`src/rtl/adder_pkg.sv`:
```
// adder_pkg
//    Shared definitions for the bit-serial adder: FSM state encoding and
//    the default operand width.
package adder_pkg;

   localparam int DEFAULT_WIDTH = 8;

   localparam logic [1:0] ST_IDLE = 2'd0;
   localparam logic [1:0] ST_RUN  = 2'd1;
   localparam logic [1:0] ST_DONE = 2'd2;

   typedef enum logic [1:0] {
      S_IDLE = ST_IDLE,
      S_RUN  = ST_RUN,
      S_DONE = ST_DONE
   } state_t;

endpackage

```
`src/rtl/fa_ha.sv`:
```
// fa_ha
//    Combinational one-bit full adder built from two half adders.
//    Ports:
//       a, b  in   operand bits
//       ci    in   carry in
//       s     out  sum bit
//       co    out  carry out
module fa_ha (
   input  logic a,
   input  logic b,
   input  logic ci,
   output logic s,
   output logic co
);

   logic ha0_s;
   logic ha0_c;
   logic ha1_c;

   // First half adder: a + b
   assign ha0_s = a ^ b;
   assign ha0_c = a & b;

   // Second half adder: partial sum + carry in
   assign s     = ha0_s ^ ci;
   assign ha1_c = ha0_s & ci;

   assign co    = ha0_c | ha1_c;

endmodule

```
`src/rtl/serial_adder.sv`:
```
// serial_adder
//    Bit-serial adder. Operands are captured on an accepted start, then one
//    bit pair per clock (LSB first) goes through a single fa_ha cell with
//    the carry recirculated through a flop. After WIDTH bits the result is
//    registered into sum/cout and done pulses for one cycle.
//    Ports:
//       clk    in   rising-edge clock
//       rst_n  in   synchronous active-low reset
//       start  in   operation request, ignored while busy
//       a, b   in   WIDTH-bit operands, captured on accepted start
//       cin    in   carry in, captured on accepted start
//       busy   out  high while bits are being processed
//       done   out  one-cycle pulse when sum/cout have just updated
//       sum    out  WIDTH-bit result, held until the next completion
//       cout   out  carry out, held until the next completion
module serial_adder
   import adder_pkg::*;
#(
   parameter int WIDTH = DEFAULT_WIDTH
) (
   input  logic             clk,
   input  logic             rst_n,
   input  logic             start,
   input  logic [WIDTH-1:0] a,
   input  logic [WIDTH-1:0] b,
   input  logic             cin,
   output logic             busy,
   output logic             done,
   output logic [WIDTH-1:0] sum,
   output logic             cout
);

   localparam int CW = $clog2(WIDTH) + 1;

   state_t           state_q, state_d;
   logic [WIDTH-1:0] a_sr_q, a_sr_d;
   logic [WIDTH-1:0] b_sr_q, b_sr_d;
   logic [WIDTH-1:0] sum_sr_q, sum_sr_d;
   logic             carry_q, carry_d;
   logic [CW-1:0]    cnt_q, cnt_d;
   logic [WIDTH-1:0] sum_q, sum_d;
   logic             cout_q, cout_d;

   logic             fa_s;
   logic             fa_co;
   logic [WIDTH-1:0] sum_sr_shift;

   fa_ha u_fa_ha (
      .a  (a_sr_q[0]),
      .b  (b_sr_q[0]),
      .ci (carry_q),
      .s  (fa_s),
      .co (fa_co)
   );

   // New sum bit enters at the MSB; written with shifts so that WIDTH=1
   // needs no zero-width slice.
   assign sum_sr_shift = (sum_sr_q >> 1) | (WIDTH'(fa_s) << (WIDTH - 1));

   always_comb begin
      state_d  = state_q;
      a_sr_d   = a_sr_q;
      b_sr_d   = b_sr_q;
      sum_sr_d = sum_sr_q;
      carry_d  = carry_q;
      cnt_d    = cnt_q;
      sum_d    = sum_q;
      cout_d   = cout_q;

      case (state_q)
         S_IDLE, S_DONE: begin
            if (start) begin
               a_sr_d   = a;
               b_sr_d   = b;
               carry_d  = cin;
               cnt_d    = '0;
               sum_sr_d = '0;
               state_d  = S_RUN;
            end else begin
               state_d  = S_IDLE;
            end
         end
         S_RUN: begin
            a_sr_d   = a_sr_q >> 1;
            b_sr_d   = b_sr_q >> 1;
            sum_sr_d = sum_sr_shift;
            carry_d  = fa_co;
            cnt_d    = cnt_q + 1'b1;
            if (cnt_q == CW'(WIDTH - 1)) begin
               sum_d   = sum_sr_shift;
               cout_d  = fa_co;
               state_d = S_DONE;
            end
         end
         default: state_d = S_IDLE;
      endcase
   end

   always_ff @(posedge clk) begin
      if (!rst_n) begin
         state_q  <= S_IDLE;
         a_sr_q   <= '0;
         b_sr_q   <= '0;
         sum_sr_q <= '0;
         carry_q  <= 1'b0;
         cnt_q    <= '0;
         sum_q    <= '0;
         cout_q   <= 1'b0;
      end else begin
         state_q  <= state_d;
         a_sr_q   <= a_sr_d;
         b_sr_q   <= b_sr_d;
         sum_sr_q <= sum_sr_d;
         carry_q  <= carry_d;
         cnt_q    <= cnt_d;
         sum_q    <= sum_d;
         cout_q   <= cout_d;
      end
   end

   // Status decoded from registered state only.
   assign busy = (state_q == S_RUN);
   assign done = (state_q == S_DONE);
   assign sum  = sum_q;
   assign cout = cout_q;

endmodule

```
`config.mk`:
```
export PLATFORM = sky130hd
export DESIGN_NAME = serial_adder
export DESIGN_NICKNAME = d
export VERILOG_FILES = /design/src/rtl/adder_pkg.sv /design/src/rtl/fa_ha.sv /design/src/rtl/serial_adder.sv
export SDC_FILE = /design/constraint.sdc
export NUM_CORES = 1
export LEC_CHECK = 0
export ABC_AREA = 1
export CAP_MARGIN = 10
export CORE_ASPECT_RATIO = 1.25
export CORE_MARGIN = 3
export CORE_UTILIZATION = 49
export CTS_BUF_LIST = sky130_fd_sc_hd__clkbuf_4 sky130_fd_sc_hd__clkbuf_8
export CTS_CLUSTER_SIZE = 28
export DETAILED_ROUTE_END_ITERATION = 6
export PLACE_DENSITY = 0.76
export SLEW_MARGIN = 5
export SYNTH_ARGS = -nofsm -noshare
export SYNTH_HDL_FRONTEND = slang
export SYNTH_SLANG_ARGS = --single-unit
```
`constraint.sdc`:
```
create_clock -name clk -period 1.05 [get_ports clk]
set_input_delay 0.315 -clock clk [delete_from_list [all_inputs] [get_ports clk]]
set_output_delay 0.315 -clock clk [all_outputs]
set_load 0.01 [all_outputs]
```
# After elaboration in Yosys (flattened, before gate mapping)
# Index checks and enable logic that the tools add are counted.
[op_classes]
add_sub_neg = 1
n_eq_ne = 5
muxes = 13
n_bitwise = 6
reduce_logical = 5
[ops]
columns = ["op", "count"]
rows = [
  ["one-hot mux 8 bit (2 select lines)", 3],
  ["2-to-1 mux 8 bit", 3],
  ["bitwise OR 7 x 8 -> 8 bit", 1],
  ["one-hot mux 4 bit (2 select lines)", 1],
  ["adder 4 x 1 -> 4 bit (second input constant)", 1],
  ["equality test 4 x 3 -> 1 bit (second input constant)", 1],
  ["2-to-1 mux 4 bit", 1],
  ["one-hot mux 2 bit (2 select lines)", 1],
  ["AND reduction 2 bit", 2],
  ["AND 1 bit", 2],
  ["equality test 2 x 1 -> 1 bit (second input constant)", 1],
  ["equality test 2 bit (second input constant)", 1],
  ["zero test 2 bit", 1],
  ["2-to-1 mux 1 bit", 2],
  ["2-to-1 mux 2 bit", 1],
  ["inequality test 2 x 1 -> 1 bit (second input constant)", 1],
  ["inequality test 2 bit (second input constant)", 1],
  ["one-hot mux 1 bit (2 select lines)", 1],
  ["nonzero test 2 bit", 1],
  ["OR reduction 2 bit", 1],
  ["bitwise XOR 1 bit", 2],
  ["bitwise OR 1 bit", 1],
]
[totals]
ff_bits = 40
inputBits = 20
word_cells = 38

# Depth between registers and ports, before layout
# Gate-level depths: netlist (run 1).
[logic_depth]
word_depth = 4
ltp_mapped = 7

# Cells and area by module
# Synthesis (run 1) repeated with hierarchy kept, for this count alone.
[unflattened]
cells_unflattened = 241
hier_area_um2 = 1799.2
[modules_own_cells]
columns = ["mod", "instances", "cells_per_inst", "area_each_um2", "seq_area_each_um2"]
rows = [
  ["serial_adder", 1, 240, 1779.2, 780.7],
  ["fa_ha", 1, 1, 20.0, 0.0],
]

# Worst setup path before layout (run 1)
# Ideal clock, no wire load.
[synth_timing]
path_kind = "reg-to-output"
startpoint = "register state_q[1]"
endpoint = "output done"
arrival_ps = 796
t_required_ps = 735
slack_ps = -61
path_stages_with_launch = 4
path_buffers = 1
cell_sequence = "dfxtp_1 inv_2 buf_2 nor2_1"
[synth_between]
elab_chain_len = 1
[synth_lines]
columns = ["item", "line", "source"]
rows = [
  ["from (decl)", "serial_adder.sv:35", "state_t state_q, state_d;"],
  ["from (signal assigned)", "serial_adder.sv:110", "state_q <= state_d;"],
  ["equality test 2 bit", "serial_adder.sv:123", "assign done = (state_q == S_DONE);"],
  ["to (decl)", "serial_adder.sv:28", "output logic done,"],
]
# Every way passes these cells.

# Worst setup path in the final report (run 1)
[layout_timing]
startpoint = "register state_q[0]"
endpoint = "output busy"
[layout_between]
elab_chain_len = 1
[layout_lines]
columns = ["item", "line", "source"]
rows = [
  ["equality test 2 x 1 -> 1 bit", "serial_adder.sv:122", "assign busy = (state_q == S_RUN);"],
  ["to (decl)", "serial_adder.sv:27", "output logic busy,"],
]
# Every way passes these cells.

==> results of run 1 <==
worst max-delay path, delay by kind of cell (launching register included):
family / cells / cell delay (ns)
flip-flops: 1 / 0.41
buffers and inverters: 2 / 0.15
AND/OR/NAND/NOR: 1 / 0.09
flip-flops by register name, indices dropped and copies added (netlist names):
signal,flops
sum,8
cnt_q,4
carry_q,1
sum_sr_q,7
b_sr_q,8
state_q,2
cout,1
a_sr_q,8
worst paths after layout:
kind / from / end / slack (ns) / depth (start not counted)
max reg2reg: state_q[0] / b_sr_q[6] / -0.17 / 6
max: state_q[0] / busy / -0.21 / 3
min reg2reg: sum[1] / sum[1] / 0.47 / 2
min: sum[1] / sum[1] / 0.47 / 2
cell type report:
| class | instances | area share |
|---|---|---|
| Tap cell | 39 | 0.01904 |
| Multi-Input combinational cell | 168 | 0.3711 |
| Timing Repair Buffer | 52 | 0.2144 |
| Clock buffer | 6 | 0.03223 |
| Inverter | 22 | 0.03613 |
| Sequential cell | 39 | 0.3135 |
| Clock inverter | 2 | 0.01367 |
cells in the final DEF (no fill, tap or decap), types with 2 or more instances in the layout:
cell type	count
a21oi_2	4
nand2_2	2
nor2_1	8
buf_12	4
nand2_8	3
dfxtp_2	12
nand2_4	2
clkdlybuf4s50_1	18
dfxtp_4	2
nand3_2	3
nor2_4	4
a21oi_1	24
buf_4	16
inv_1	19
buf_6	11
nand3_1	73
o21ai_0	2
nand2_1	39
clkbuf_8	6
dfxtp_1	25
per-stage QoR:
step	setup TNS, ns	area, um^2	hold slack [ns]	util
3_3_place_gp	-15.32	2230	0.4570	0.6346
3_5_place_dp	-15.97	2230	0.4604	0.6346
2_1_floorplan	-0.08512	1834	0.4535	-
4_1_cts	-4.849	2390	0.4668	0.6802
5_1_grt	-6.782	2562	0.4854	0.7293
6_report	-4.190	2562	0.4729	0.7293
routing by layer:
metal	wire, um	vias to the layer above	share of wire
met3	257	13	0.055
met5	0	-	0
met4	99	0	0.021
met1	1977	843	0.42
li1	-	898	-
met2	2350	64	0.50
power groups by stage:
stage / clock (mW) / combinational (mW) / sequential [mW]
after CTS: 1.29 / 0.475 / 1.58
final: 1.29 / 0.537 / 1.58
after global routing: 1.37 / 0.587 / 1.59
after floorplan: 0 / 0.301 / 1.60
after detailed placement: 0 / 0.457 / 1.61
after global placement: 0 / 0.451 / 1.61
kinds of logic after synthesis:
family	count (synthesis)
flops	39
simple gates	132
compound gates	30
buf+inv	38
fa+ha+maj	2
what timing repair did:
action | in CTS | in global routing
setup endpoints to repair | 50 | 50
gates resized for setup | 70 | 20
cloned | 0 | 5
pin swaps | 0 | 3
setup buffers | 0 | 4
==> run_summary.xml, run 1 <==
<?xml version="1.0" encoding="UTF-8"?>
<metrics>
  <group name="detailed_routing">
    <metric name="vias" unit="">1818</metric>
    <metric name="post_drt_via_cell_ratio" unit="">5.543</metric>
    <metric name="drt_first_iter_violations" unit="">169</metric>
    <metric name="wl_per_cell" unit="um">14.28</metric>
    <metric name="drt_antenna_net_count" unit="">0</metric>
    <metric name="detail_route.wirelength" unit="um">4684</metric>
    <metric name="pre_repair_dr_iteration_count" unit="">4</metric>
    <metric name="post-route-drc-count" unit="">0</metric>
  </group>
  <group name="clock_network">
    <metric name="cts_root_buffer" unit="">clkbuf_8</metric>
    <metric name="tritoncts.num_buffers" unit="">5</metric>
    <metric name="clock_latency" unit="ns">0.29</metric>
    <metric name="cts_tree" unit="">done</metric>
    <metric name="clock_sink_count" unit="">39</metric>
    <metric name="hold_buffers" unit="">0</metric>
    <metric name="clock_tree.htree_level_count" unit="">2</metric>
    <metric name="clock_tree.buffer_depth" unit="">2</metric>
    <metric name="cts.reportedPaths.clkPinSlew" unit="ns">0.07</metric>
  </group>
  <group name="global_route">
    <metric name="grt_start_max_net_pins" unit="">29</metric>
    <metric name="global_route.usage.total" unit="">0.1974</metric>
    <metric name="number_of_antenna_violations_at_the_first_check_in_global_routing" unit="">0</metric>
    <metric name="grt.met3_usage" unit="">0.04394</metric>
    <metric name="grt_overflow" unit="">0</metric>
    <metric name="grt_pass1_vias" unit="">1603</metric>
    <metric name="grt_pass1_wl" unit="um">6782</metric>
    <metric name="grt.met1_usage" unit="">0.2473</metric>
    <metric name="grt_most_used_layer" unit="">met2</metric>
    <metric name="grt_use_met2" unit="">0.3149</metric>
  </group>
  <group name="synthesis">
    <metric name="portion_of_netlist_area_occupied_by_mux_cells" unit="">0</metric>
    <metric name="synth-compound-area-share" unit="">0.08345</metric>
    <metric name="synth-edff-count" unit="">0</metric>
    <metric name="synth_sequential_area_ratio" unit="">0.4339</metric>
    <metric name="synth.most_common_cell" unit="">nand3_1</metric>
    <metric name="postSynth.asyncResetShare" unit="">0</metric>
    <metric name="postSynthNetCount" unit="">263</metric>
    <metric name="post_synthesis_instance_total" unit="">241</metric>
    <metric name="ys_types" unit="">21</metric>
    <metric name="synthesis.yosys.warnings" unit="">0</metric>
    <metric name="largest_family_of_logic_cells_by_synthesized_area" unit="">simple AND/OR/NAND/NOR gates</metric>
    <metric name="synth.ff_latch_count" unit="">39</metric>
    <metric name="yosys.area_share.adder" unit="">0.01808</metric>
    <metric name="post_synth_and_or_nand_nor_area_fraction" unit="">0.3512</metric>
    <metric name="synth_largest_area_cell" unit="">dfxtp_1</metric>
    <metric name="yosys-top-cells-area" unit="">dfxtp_1 43%, nand3_1 21%, nand2_1 8.3%, a21oi_1 7.8%, inv_1 4.0%</metric>
    <metric name="synth-main-ff-cell" unit="">dfxtp_1</metric>
    <metric name="netlist.area_leader.share" unit="">0.4339</metric>
    <metric name="synth_commonest_cells" unit="">76 x nand3_1, 40 x nand2_1, 39 x dfxtp_1</metric>
    <metric name="netlist_area" unit="mm^2">0.001799</metric>
    <metric name="synthXorXnorAreaFrac" unit="">0</metric>
    <metric name="post_synth.cell_area_avg" unit="um^2">7.466</metric>
  </group>
  <group name="floorplan">
    <metric name="initial_core_utilization" unit="">0.5121</metric>
    <metric name="die_area" unit="mm^2">0.004440</metric>
    <metric name="design.core.area" unit="mm^2">0.003513</metric>
    <metric name="num_io_pins" unit="">31</metric>
    <metric name="die_x" unit="um">60.20</metric>
    <metric name="die-height" unit="um">73.75</metric>
    <metric name="row_count" unit="">24</metric>
  </group>
  <group name="cells_and_area">
    <metric name="register_area" unit="um^2">803.3</metric>
    <metric name="antenna_cells_inserted" unit="">0</metric>
    <metric name="fillerInstances" unit="">267</metric>
    <metric name="drive_above_1_share" unit="">0.2768</metric>
    <metric name="layout.cells.non_filler" unit="">328</metric>
    <metric name="synth_to_final_area_change" unit="%">42.42</metric>
    <metric name="design.final.nets" unit="">310</metric>
    <metric name="multi_input_comb_area" unit="um^2">950.9</metric>
  </group>
  <group name="placed_design">
    <metric name="place_congestion" unit="">0.7956</metric>
    <metric name="numPortBuffers" unit="">30</metric>
    <metric name="place_worst_setup_slack" unit="ns">-0.4392</metric>
    <metric name="hpwl" unit="um">2653</metric>
    <metric name="post-place-cells" unit="">311</metric>
  </group>
  <group name="pwr">
    <metric name="power.total" unit="mW">3.407</metric>
    <metric name="share_comb_of_total_power" unit="">0.158</metric>
    <metric name="internal_power" unit="mW">2.552</metric>
    <metric name="static_leakage" unit="nW">1.082</metric>
    <metric name="worst_ir_drop_vdd" unit="mV">1.204</metric>
    <metric name="cellPowerDensity" unit="mW/mm^2">1329</metric>
    <metric name="power.clock.fraction" unit="">0.378</metric>
    <metric name="seq_power_share" unit="">0.464</metric>
    <metric name="power_switching" unit="uW">855.1</metric>
    <metric name="power.switching_fraction" unit="">0.2510</metric>
  </group>
  <group name="sta">
    <metric name="layout_worst_path_cycle_share" unit="">1.195</metric>
    <metric name="final-max-slew-violation-count" unit="">0</metric>
    <metric name="clock.fmax" unit="GHz">0.7968</metric>
    <metric name="post-route-min-period" unit="ns">1.255</metric>
    <metric name="fin_worst_skew" unit="ns">0.006002</metric>
    <metric name="rsz_0062_raised_after_global_routing" unit="">yes</metric>
    <metric name="final.setup.worst_slack" unit="ns">-0.2050</metric>
    <metric name="setup_viol" unit="">41</metric>
    <metric name="final_count_of_hold_timing_violations" unit="">0</metric>
    <metric name="timing_worst_slew_pin_value" unit="ns">0.3451</metric>
    <metric name="max_slew_margin" unit="">0.7700</metric>
  </group>
  <group name="setup_path">
    <metric name="worst_path_largest_cell_delay" unit="ns">0.41</metric>
    <metric name="cp_data_required_time" unit="ns">0.73</metric>
    <metric name="crit_slowest_cell" unit="">dfxtp_4</metric>
    <metric name="worst_ep_arrival_time" unit="ns">0.94</metric>
    <metric name="worst_setup_path_start_kind" unit="">register</metric>
    <metric name="worstSetupEndpointType" unit="">output port</metric>
    <metric name="worstPathMaxFanout" unit="">3</metric>
    <metric name="critPathKind" unit="">reg2out</metric>
    <metric name="crit_chain" unit="">inv_8 &gt; nor2_4 &gt; buf_6</metric>
  </group>
  <group name="outcome">
    <metric name="status" unit="">finished with violations</metric>
    <metric name="failed_checks" unit="">negative setup slack</metric>
  </group>
  <group name="flow_run">
    <metric name="cap_violations" unit="">0</metric>
  </group>
  <group name="min_path">
    <metric name="holdCritPathClass" unit="">reg2reg</metric>
  </group>
</metrics>
Note: power is estimated with default switching activity, not from simulation.
==> inputs of run 2 (changes only) <==
--- a/config.mk
+++ b/config.mk
@@ -17,4 +17,5 @@
 export SLEW_MARGIN = 5
 export SYNTH_ARGS = -nofsm -noshare
 export SYNTH_HDL_FRONTEND = slang
+export SYNTH_HIERARCHICAL = 1
 export SYNTH_SLANG_ARGS = --single-unit
==> run 2 against run 1 <==
The flow still finishes with violations (negative setup slack). Worst setup slack lost 0.014 ns. Final cell count is 0.30% lower. Combinational power up 10%. Wire length shrank 6.1%. Clock skew grew 0.0051 ns. First-iteration DRC count down 53%. Via count decreased by 2.0%. Global-route usage rose by 2.7 points. Register-to-register slack got worse by 0.03 ns. Synthesized cell count unchanged. Highest routed layer unchanged.
==> run_summary.xml, run 2 <==
<?xml version="1.0" encoding="UTF-8"?>
<metrics>
  <group name="outcome">
    <metric name="status" unit="">finished with violations</metric>
    <metric name="failed_checks" unit="">negative setup slack</metric>
  </group>
  <group name="sta">
    <metric name="clock.fmax" unit="GHz">0.7879</metric>
    <metric name="final-max-slew-violation-count" unit="">0</metric>
    <metric name="fin_worst_skew" unit="ns">0.01114</metric>
    <metric name="layout_worst_path_cycle_share" unit="">1.209</metric>
    <metric name="final_count_of_hold_timing_violations" unit="">0</metric>
    <metric name="max_slew_margin" unit="">0.7967</metric>
    <metric name="totalNegativeSetupSlack" unit="ns">-4.988</metric>
    <metric name="final.setup.worst_slack" unit="ns">-0.2192</metric>
    <metric name="post-route-min-period" unit="ns">1.269</metric>
    <metric name="post_route_worst_hold_slack" unit="ns">0.4745</metric>
    <metric name="setup_viol" unit="">45</metric>
    <metric name="timing_worst_slew_pin_value" unit="ns">0.3050</metric>
    <metric name="rsz_0062_raised_after_global_routing" unit="">yes</metric>
  </group>
  <group name="setup_path">
    <metric name="critPathTopFamily" unit="">flip-flops</metric>
    <metric name="worst_ep_arrival_time" unit="ns">0.95</metric>
    <metric name="worst_setup_path_start" unit="">state_q[0]</metric>
    <metric name="critPathKind" unit="">reg2out</metric>
    <metric name="crit_slowest_cell" unit="">dfxtp_4</metric>
    <metric name="worstPathMaxFanout" unit="">3</metric>
    <metric name="cp_data_required_time" unit="ns">0.73</metric>
    <metric name="worst_path_largest_cell_delay" unit="ns">0.40</metric>
    <metric name="worst_r2r_startpoint" unit="">state_q[0]</metric>
    <metric name="reg2reg_setup_slack" unit="ns">-0.20</metric>
    <metric name="reg2regPathDepth" unit="">7</metric>
    <metric name="path_buf_inv" unit="">2</metric>
    <metric name="endpoint_of_the_worst_slack_reg_to_reg_timing_path" unit="">b_sr_q[4]</metric>
    <metric name="worstSetupEndpointType" unit="">output port</metric>
    <metric name="crit_chain" unit="">inv_8 &gt; nor2_4 &gt; buf_6</metric>
    <metric name="timing.critical_path.depth" unit="">3</metric>
    <metric name="worst_setup_path_start_kind" unit="">register</metric>
    <metric name="timing.critical_path.to" unit="">busy</metric>
  </group>
  <group name="global_route">
    <metric name="grt_pass1_vias" unit="">1682</metric>
    <metric name="grt_overflow" unit="">0</metric>
    <metric name="global_route.usage.total" unit="">0.2249</metric>
    <metric name="grt_pass1_wl" unit="um">7465</metric>
    <metric name="grt_start_max_net_pins" unit="">28</metric>
    <metric name="number_of_antenna_violations_at_the_first_check_in_global_routing" unit="">0</metric>
  </group>
  <group name="min_path">
    <metric name="holdCritPathClass" unit="">reg2reg</metric>
    <metric name="min-delay-start" unit="">sum[6]</metric>
  </group>
  <group name="floorplan">
    <metric name="initial_core_utilization" unit="">0.5121</metric>
    <metric name="num_io_pins" unit="">31</metric>
    <metric name="row_count" unit="">24</metric>
    <metric name="die-height" unit="um">73.75</metric>
    <metric name="die_x" unit="um">60.20</metric>
    <metric name="die_area" unit="mm^2">0.004440</metric>
    <metric name="design.core.area" unit="mm^2">0.003513</metric>
  </group>
  <group name="pwr">
    <metric name="worst_ir_drop_vdd" unit="mV">1.826</metric>
    <metric name="cellPowerDensity" unit="mW/mm^2">1404</metric>
    <metric name="static_leakage" unit="nW">1.102</metric>
    <metric name="power.total" unit="mW">3.679</metric>
  </group>
  <group name="cells_and_area">
    <metric name="layout.cells.non_filler" unit="">327</metric>
    <metric name="drive_above_1_share" unit="">0.2847</metric>
    <metric name="post_route_design_area" unit="mm^2">0.002620</metric>
    <metric name="antenna_cells_inserted" unit="">0</metric>
    <metric name="design.final.nets" unit="">309</metric>
    <metric name="fillerInstances" unit="">242</metric>
    <metric name="final_util" unit="">0.7457</metric>
    <metric name="layout.cells.most_common" unit="">nand3_1</metric>
    <metric name="synth_to_final_area_change" unit="%">45.62</metric>
    <metric name="layout.cells.most_common_list" unit="">71 x nand3_1, 40 x nand2_1, 25 x dfxtp_1</metric>
  </group>
  <group name="synthesis">
    <metric name="netlist_area" unit="mm^2">0.001799</metric>
    <metric name="post_synth.cell_area_avg" unit="um^2">7.466</metric>
    <metric name="ys_types" unit="">21</metric>
    <metric name="synth_sequential_area_ratio" unit="">0.4339</metric>
    <metric name="synthesis.yosys.warnings" unit="">6</metric>
    <metric name="synth-edff-count" unit="">0</metric>
    <metric name="post_synthesis_instance_total" unit="">241</metric>
    <metric name="synth.ff_latch_count" unit="">39</metric>
    <metric name="synth_largest_area_cell" unit="">dfxtp_1</metric>
    <metric name="yosys-top-cells-area" unit="">dfxtp_1 43%, nand3_1 21%, nand2_1 8.3%, a21oi_1 7.8%, inv_1 4.0%</metric>
    <metric name="synth.most_common_cell" unit="">nand3_1</metric>
    <metric name="synth_commonest_cells" unit="">76 x nand3_1, 40 x nand2_1, 39 x dfxtp_1</metric>
    <metric name="synth-main-ff-cell" unit="">dfxtp_1</metric>
    <metric name="postSynthNetCount" unit="">263</metric>
    <metric name="netlist.area_leader.share" unit="">0.4339</metric>
    <metric name="postSynth.asyncResetShare" unit="">0</metric>
  </group>
  <group name="detailed_routing">
    <metric name="drt_first_iter_violations" unit="">80</metric>
    <metric name="pre_repair_dr_iteration_count" unit="">4</metric>
    <metric name="vias" unit="">1781</metric>
    <metric name="post-route-drc-count" unit="">0</metric>
    <metric name="wl_per_cell" unit="um">13.44</metric>
    <metric name="drt_antenna_net_count" unit="">0</metric>
    <metric name="detail_route.wirelength" unit="um">4396</metric>
    <metric name="post_drt_via_cell_ratio" unit="">5.446</metric>
  </group>
  <group name="clock_network">
    <metric name="clock_latency" unit="ns">0.30</metric>
    <metric name="clock_tree.htree_level_count" unit="">2</metric>
    <metric name="cts_tree" unit="">done</metric>
    <metric name="cts.reportedPaths.clkPinSlew" unit="ns">0.08</metric>
    <metric name="cts_root_buffer" unit="">clkbuf_8</metric>
    <metric name="clock_sink_count" unit="">39</metric>
    <metric name="tritoncts.num_buffers" unit="">5</metric>
    <metric name="clock_tree.buffer_depth" unit="">2</metric>
  </group>
  <group name="placed_design">
    <metric name="numPortBuffers" unit="">30</metric>
    <metric name="place_congestion" unit="">0.7430</metric>
    <metric name="hpwl" unit="um">2663</metric>
    <metric name="detailed_place.area" unit="mm^2">0.002242</metric>
    <metric name="post-place-cells" unit="">311</metric>
    <metric name="place_worst_setup_slack" unit="ns">-0.4823</metric>
  </group>
  <group name="flow_run">
    <metric name="cap_violations" unit="">0</metric>
  </group>
</metrics>
-- run 2: cells by family (layout without fill, tap and decap cells) --
family / after synthesis / in the layout / synth area share
adders and majority gates: 2 / 2 / 0.01808
DFF: 39 / 39 / 0.4339
and+or+nand+nor: 132 / 134 / 0.3512
AOI/OAI and AO/OA: 30 / 30 / 0.08345
buffers and inverters: 38 / 83 / 0.1133
-- run 2: worst min path at each step --
stage	to	slack (ns)	depth (start not counted)
after floorplan	cnt_q[0]	0.45	1
after detailed placement	sum[3]	0.46	2
final	sum[6]	0.47	2
after global placement	sum[5]	0.46	2
after global routing	sum[5]	0.49	2
after CTS	sum[3]	0.48	2
-- run 2: timing repair --
item	4_1_cts	5_1_grt
buffers inserted	5	0
resized for setup	81	13
pin swaps	9	5
hold buffers	0	0
cloned	3	0
endpoints found under the setup margin	50	50
-- run 2: layout make-up --
type                       count  area [um^2]  share of cell area
multi-input combinational    166        942.2              0.3596
clock inverter                 2        60.06             0.02292
tap                           39        48.80             0.01862
clock buffer                   6        76.32             0.02913
inverter                      22        92.59             0.03534
sequential                    39        803.3              0.3066
timing repair buffer          53        596.8              0.2278
-- run 2: worst register-to-register path, stage by stage (launching register included) --
cell	delay, ns
dfxtp_4	0.40
buf_4	0.14
buf_8	0.11
nand2_8	0.09
buf_4	0.15
buf_4	0.13
nand3_1	0.06
a21oi_1	0.06
-- run 2: where the power goes --
part	leakage, nW	switching (mW)	total, mW	internal [mW]
clock network	0.0688	0.535	1.51	0.976
registers	0.325	0.0433	1.58	1.53
logic	0.709	0.293	0.591	0.298
total	1.10	0.871	3.68	2.81
-- run 2: per-layer routing --
| layer | GRT usage | vias to the layer above | part of all wire |
|---|---|---|---|
| li1 | - | 888 | - |
| met1 | 0.2559 | 818 | 0.40 |
| met2 | 0.3750 | 63 | 0.51 |
| met3 | 0.06151 | 12 | 0.064 |
| met4 | 0.1182 | 0 | 0.028 |
| met5 | 0 | - | 0 |
==> inputs of run 3 (changes only) <==
--- a/config.mk
+++ b/config.mk
@@ -13,7 +13,7 @@
 export CTS_BUF_LIST = sky130_fd_sc_hd__clkbuf_4 sky130_fd_sc_hd__clkbuf_8
 export CTS_CLUSTER_SIZE = 28
 export DETAILED_ROUTE_END_ITERATION = 6
-export PLACE_DENSITY = 0.76
+export PLACE_DENSITY = 0.8
 export SLEW_MARGIN = 5
 export SYNTH_ARGS = -nofsm -noshare
 export SYNTH_HDL_FRONTEND = slang
==> run 3 against run 2 <==
The flow still finishes with violations (negative setup slack). Sequential share of layout area decreased by 1.2 points. Core utilization rose by 3.1 points. First-iteration DRC count rose by 21%. Largest power group unchanged. Die area is the same. Wire length increased by 20%. Worst setup slack better by 0.0045 ns. Largest cell class unchanged. Critical path depth is the same. Highest routed layer unchanged. Sequential cell count unchanged. Combinational power increased by 8.8%. Register-to-register slack gained 0.03 ns.
==> run_summary.xml, run 3 (synthesized netlist as in run 2, its figures left out) <==
<?xml version="1.0" encoding="UTF-8"?>
<metrics>
  <group name="setup_path">
    <metric name="worst_path_largest_cell_delay" unit="ns">0.40</metric>
    <metric name="critPathKind" unit="">reg2out</metric>
    <metric name="worst_ep_arrival_time" unit="ns">0.95</metric>
    <metric name="reg2regPathDepth" unit="">7</metric>
    <metric name="worstSetupEndpointType" unit="">output port</metric>
    <metric name="worst_setup_path_start_kind" unit="">register</metric>
    <metric name="worstPathMaxFanout" unit="">3</metric>
    <metric name="crit_chain" unit="">inv_8 &gt; nor2_4 &gt; buf_6</metric>
    <metric name="crit_slowest_cell" unit="">dfxtp_4</metric>
    <metric name="cp_data_required_time" unit="ns">0.73</metric>
  </group>
  <group name="detailed_routing">
    <metric name="detail_route.wirelength" unit="um">5278</metric>
    <metric name="met3_wirelength" unit="um">291</metric>
    <metric name="pre_repair_dr_iteration_count" unit="">4</metric>
    <metric name="wl_per_cell" unit="um">16.04</metric>
    <metric name="drt_antenna_net_count" unit="">0</metric>
    <metric name="post-route-drc-count" unit="">0</metric>
    <metric name="drt_first_iter_violations" unit="">97</metric>
    <metric name="met1_length" unit="um">2064</metric>
    <metric name="vias" unit="">1871</metric>
    <metric name="post_drt_via_cell_ratio" unit="">5.687</metric>
    <metric name="dr_wl_met2" unit="um">2860</metric>
    <metric name="topRoutingLayerUsed" unit="">met4</metric>
  </group>
  <group name="pwr">
    <metric name="internal_power" unit="mW">2.357</metric>
    <metric name="power_switching" unit="uW">925.8</metric>
    <metric name="power.total" unit="mW">3.283</metric>
    <metric name="power.switching_fraction" unit="">0.2820</metric>
    <metric name="power.clock.fraction" unit="">0.321</metric>
    <metric name="worst_ir_drop_vdd" unit="mV">1.125</metric>
    <metric name="share_comb_of_total_power" unit="">0.196</metric>
    <metric name="static_leakage" unit="nW">1.114</metric>
    <metric name="seq_power_share" unit="">0.483</metric>
    <metric name="cellPowerDensity" unit="mW/mm^2">1203</metric>
  </group>
  <group name="floorplan">
    <metric name="design.core.area" unit="mm^2">0.003513</metric>
    <metric name="die_area" unit="mm^2">0.004440</metric>
    <metric name="num_io_pins" unit="">31</metric>
    <metric name="die-height" unit="um">73.75</metric>
    <metric name="initial_core_utilization" unit="">0.5121</metric>
    <metric name="row_count" unit="">24</metric>
    <metric name="die_x" unit="um">60.20</metric>
  </group>
  <group name="clock_network">
    <metric name="clock_sink_count" unit="">39</metric>
    <metric name="clock_latency" unit="ns">0.30</metric>
    <metric name="clock_tree.buffer_depth" unit="">2</metric>
    <metric name="cts_tree" unit="">done</metric>
    <metric name="tritoncts.num_buffers" unit="">5</metric>
    <metric name="clock_tree.htree_level_count" unit="">2</metric>
    <metric name="cts_root_buffer" unit="">clkbuf_8</metric>
    <metric name="cts.reportedPaths.clkPinSlew" unit="ns">0.08</metric>
  </group>
  <group name="outcome">
    <metric name="failed_checks" unit="">negative setup slack</metric>
    <metric name="status" unit="">finished with violations</metric>
  </group>
  <group name="sta">
    <metric name="post-route-min-period" unit="ns">1.265</metric>
    <metric name="clock.fmax" unit="GHz">0.7907</metric>
    <metric name="timing_worst_slew_pin_value" unit="ns">0.5183</metric>
    <metric name="fin_worst_skew" unit="ns">0.005341</metric>
    <metric name="final-max-slew-violation-count" unit="">0</metric>
    <metric name="setup_viol" unit="">44</metric>
    <metric name="final.setup.worst_slack" unit="ns">-0.2147</metric>
    <metric name="final_count_of_hold_timing_violations" unit="">0</metric>
    <metric name="rsz_0062_raised_after_global_routing" unit="">yes</metric>
    <metric name="layout_worst_path_cycle_share" unit="">1.204</metric>
    <metric name="max_slew_margin" unit="">0.6544</metric>
  </group>
  <group name="global_route">
    <metric name="number_of_antenna_violations_at_the_first_check_in_global_routing" unit="">0</metric>
    <metric name="grt_overflow" unit="">0</metric>
    <metric name="grt_pass1_wl" unit="um">6741</metric>
    <metric name="global_route.usage.total" unit="">0.1981</metric>
    <metric name="grt_start_max_net_pins" unit="">29</metric>
    <metric name="grt_pass1_vias" unit="">1570</metric>
  </group>
  <group name="placed_design">
    <metric name="place_congestion" unit="">0.8159</metric>
    <metric name="post-place-cells" unit="">311</metric>
    <metric name="numPortBuffers" unit="">30</metric>
    <metric name="detailed_place.area" unit="mm^2">0.002217</metric>
    <metric name="hpwl" unit="um">2602</metric>
    <metric name="place_worst_setup_slack" unit="ns">-0.4698</metric>
  </group>
  <group name="min_path">
    <metric name="whs_path_depth" unit="">2</metric>
    <metric name="holdCritPathClass" unit="">reg2reg</metric>
  </group>
  <group name="cells_and_area">
    <metric name="drive_above_1_share" unit="">0.3655</metric>
    <metric name="layout.cells.non_filler" unit="">329</metric>
    <metric name="layout.cells.most_common" unit="">nand3_1</metric>
    <metric name="design.final.nets" unit="">311</metric>
    <metric name="layout.cells.most_common_list" unit="">58 x nand3_1, 39 x nand2_1, 24 x dfxtp_1</metric>
    <metric name="final_util" unit="">0.7767</metric>
    <metric name="post_route_design_area" unit="mm^2">0.002729</metric>
    <metric name="antenna_cells_inserted" unit="">0</metric>
    <metric name="synth_to_final_area_change" unit="%">51.67</metric>
  </group>
  <group name="flow_run">
    <metric name="cap_violations" unit="">0</metric>
  </group>
</metrics>
run 3: layout make-up:
type,count,area (um^2)
inverter,22,92.59
fill,221,784.5
timing repair buffer,54,604.3
sequential,39,804.5
tap,39,48.80
clock inverter,1,5.005
clock buffer,7,83.83
multi-input combinational,167,1090
run 3: metal layers:
metal / track usage / vias up
met1: 0.2373 / 892
met2: 0.3305 / 70
met4: 0.07635 / 0
met5: 0 / -
met3: 0.05448 / 10
li1: - / 899
run 3: path summary, 6_finish.rpt:
check / startpoint / endpoint / slack, ns
setup reg to reg: state_q[0] / a_sr_q[0] / -0.17
hold reg to reg: sum[4] / sum[4] / 0.47
setup / recovery: state_q[0] / busy / -0.21
hold / removal: sum[4] / sum[4] / 0.47
run 3: worst max-delay path, delay by kind of cell (launching register included):
family	cells	cell delay, ns
AND/OR/NAND/NOR	1	0.10
flip-flops	1	0.40
buffers and inverters	2	0.15
run 3: repair_timing:
action                                  4_1_cts  5_1_grt
hold buffers                                  0        0
gates cloned                                  0        5
gates resized for setup                      73       52
buffers inserted                              0        5
endpoints found under the setup margin       50       50
pin swaps                                     0       20
run 3: power groups by stage:
stage	combinational, mW	clock (mW)	sequential [mW]
detailed placement	0.445	0	1.61
floorplan	0.301	0	1.60
global route	0.693	1.13	1.59
global placement	0.437	0	1.61
finish	0.643	1.05	1.59
CTS	0.459	1.06	1.58
run 3: stage by stage:
stage	TNS (ns)	hold WS, ns
2_1_floorplan	-0.08406	0.4535
3_3_place_gp	-15.41	0.4568
3_5_place_dp	-15.87	0.4604
4_1_cts	-4.071	0.4755
5_1_grt	-6.546	0.4941
6_report	-4.744	0.4736
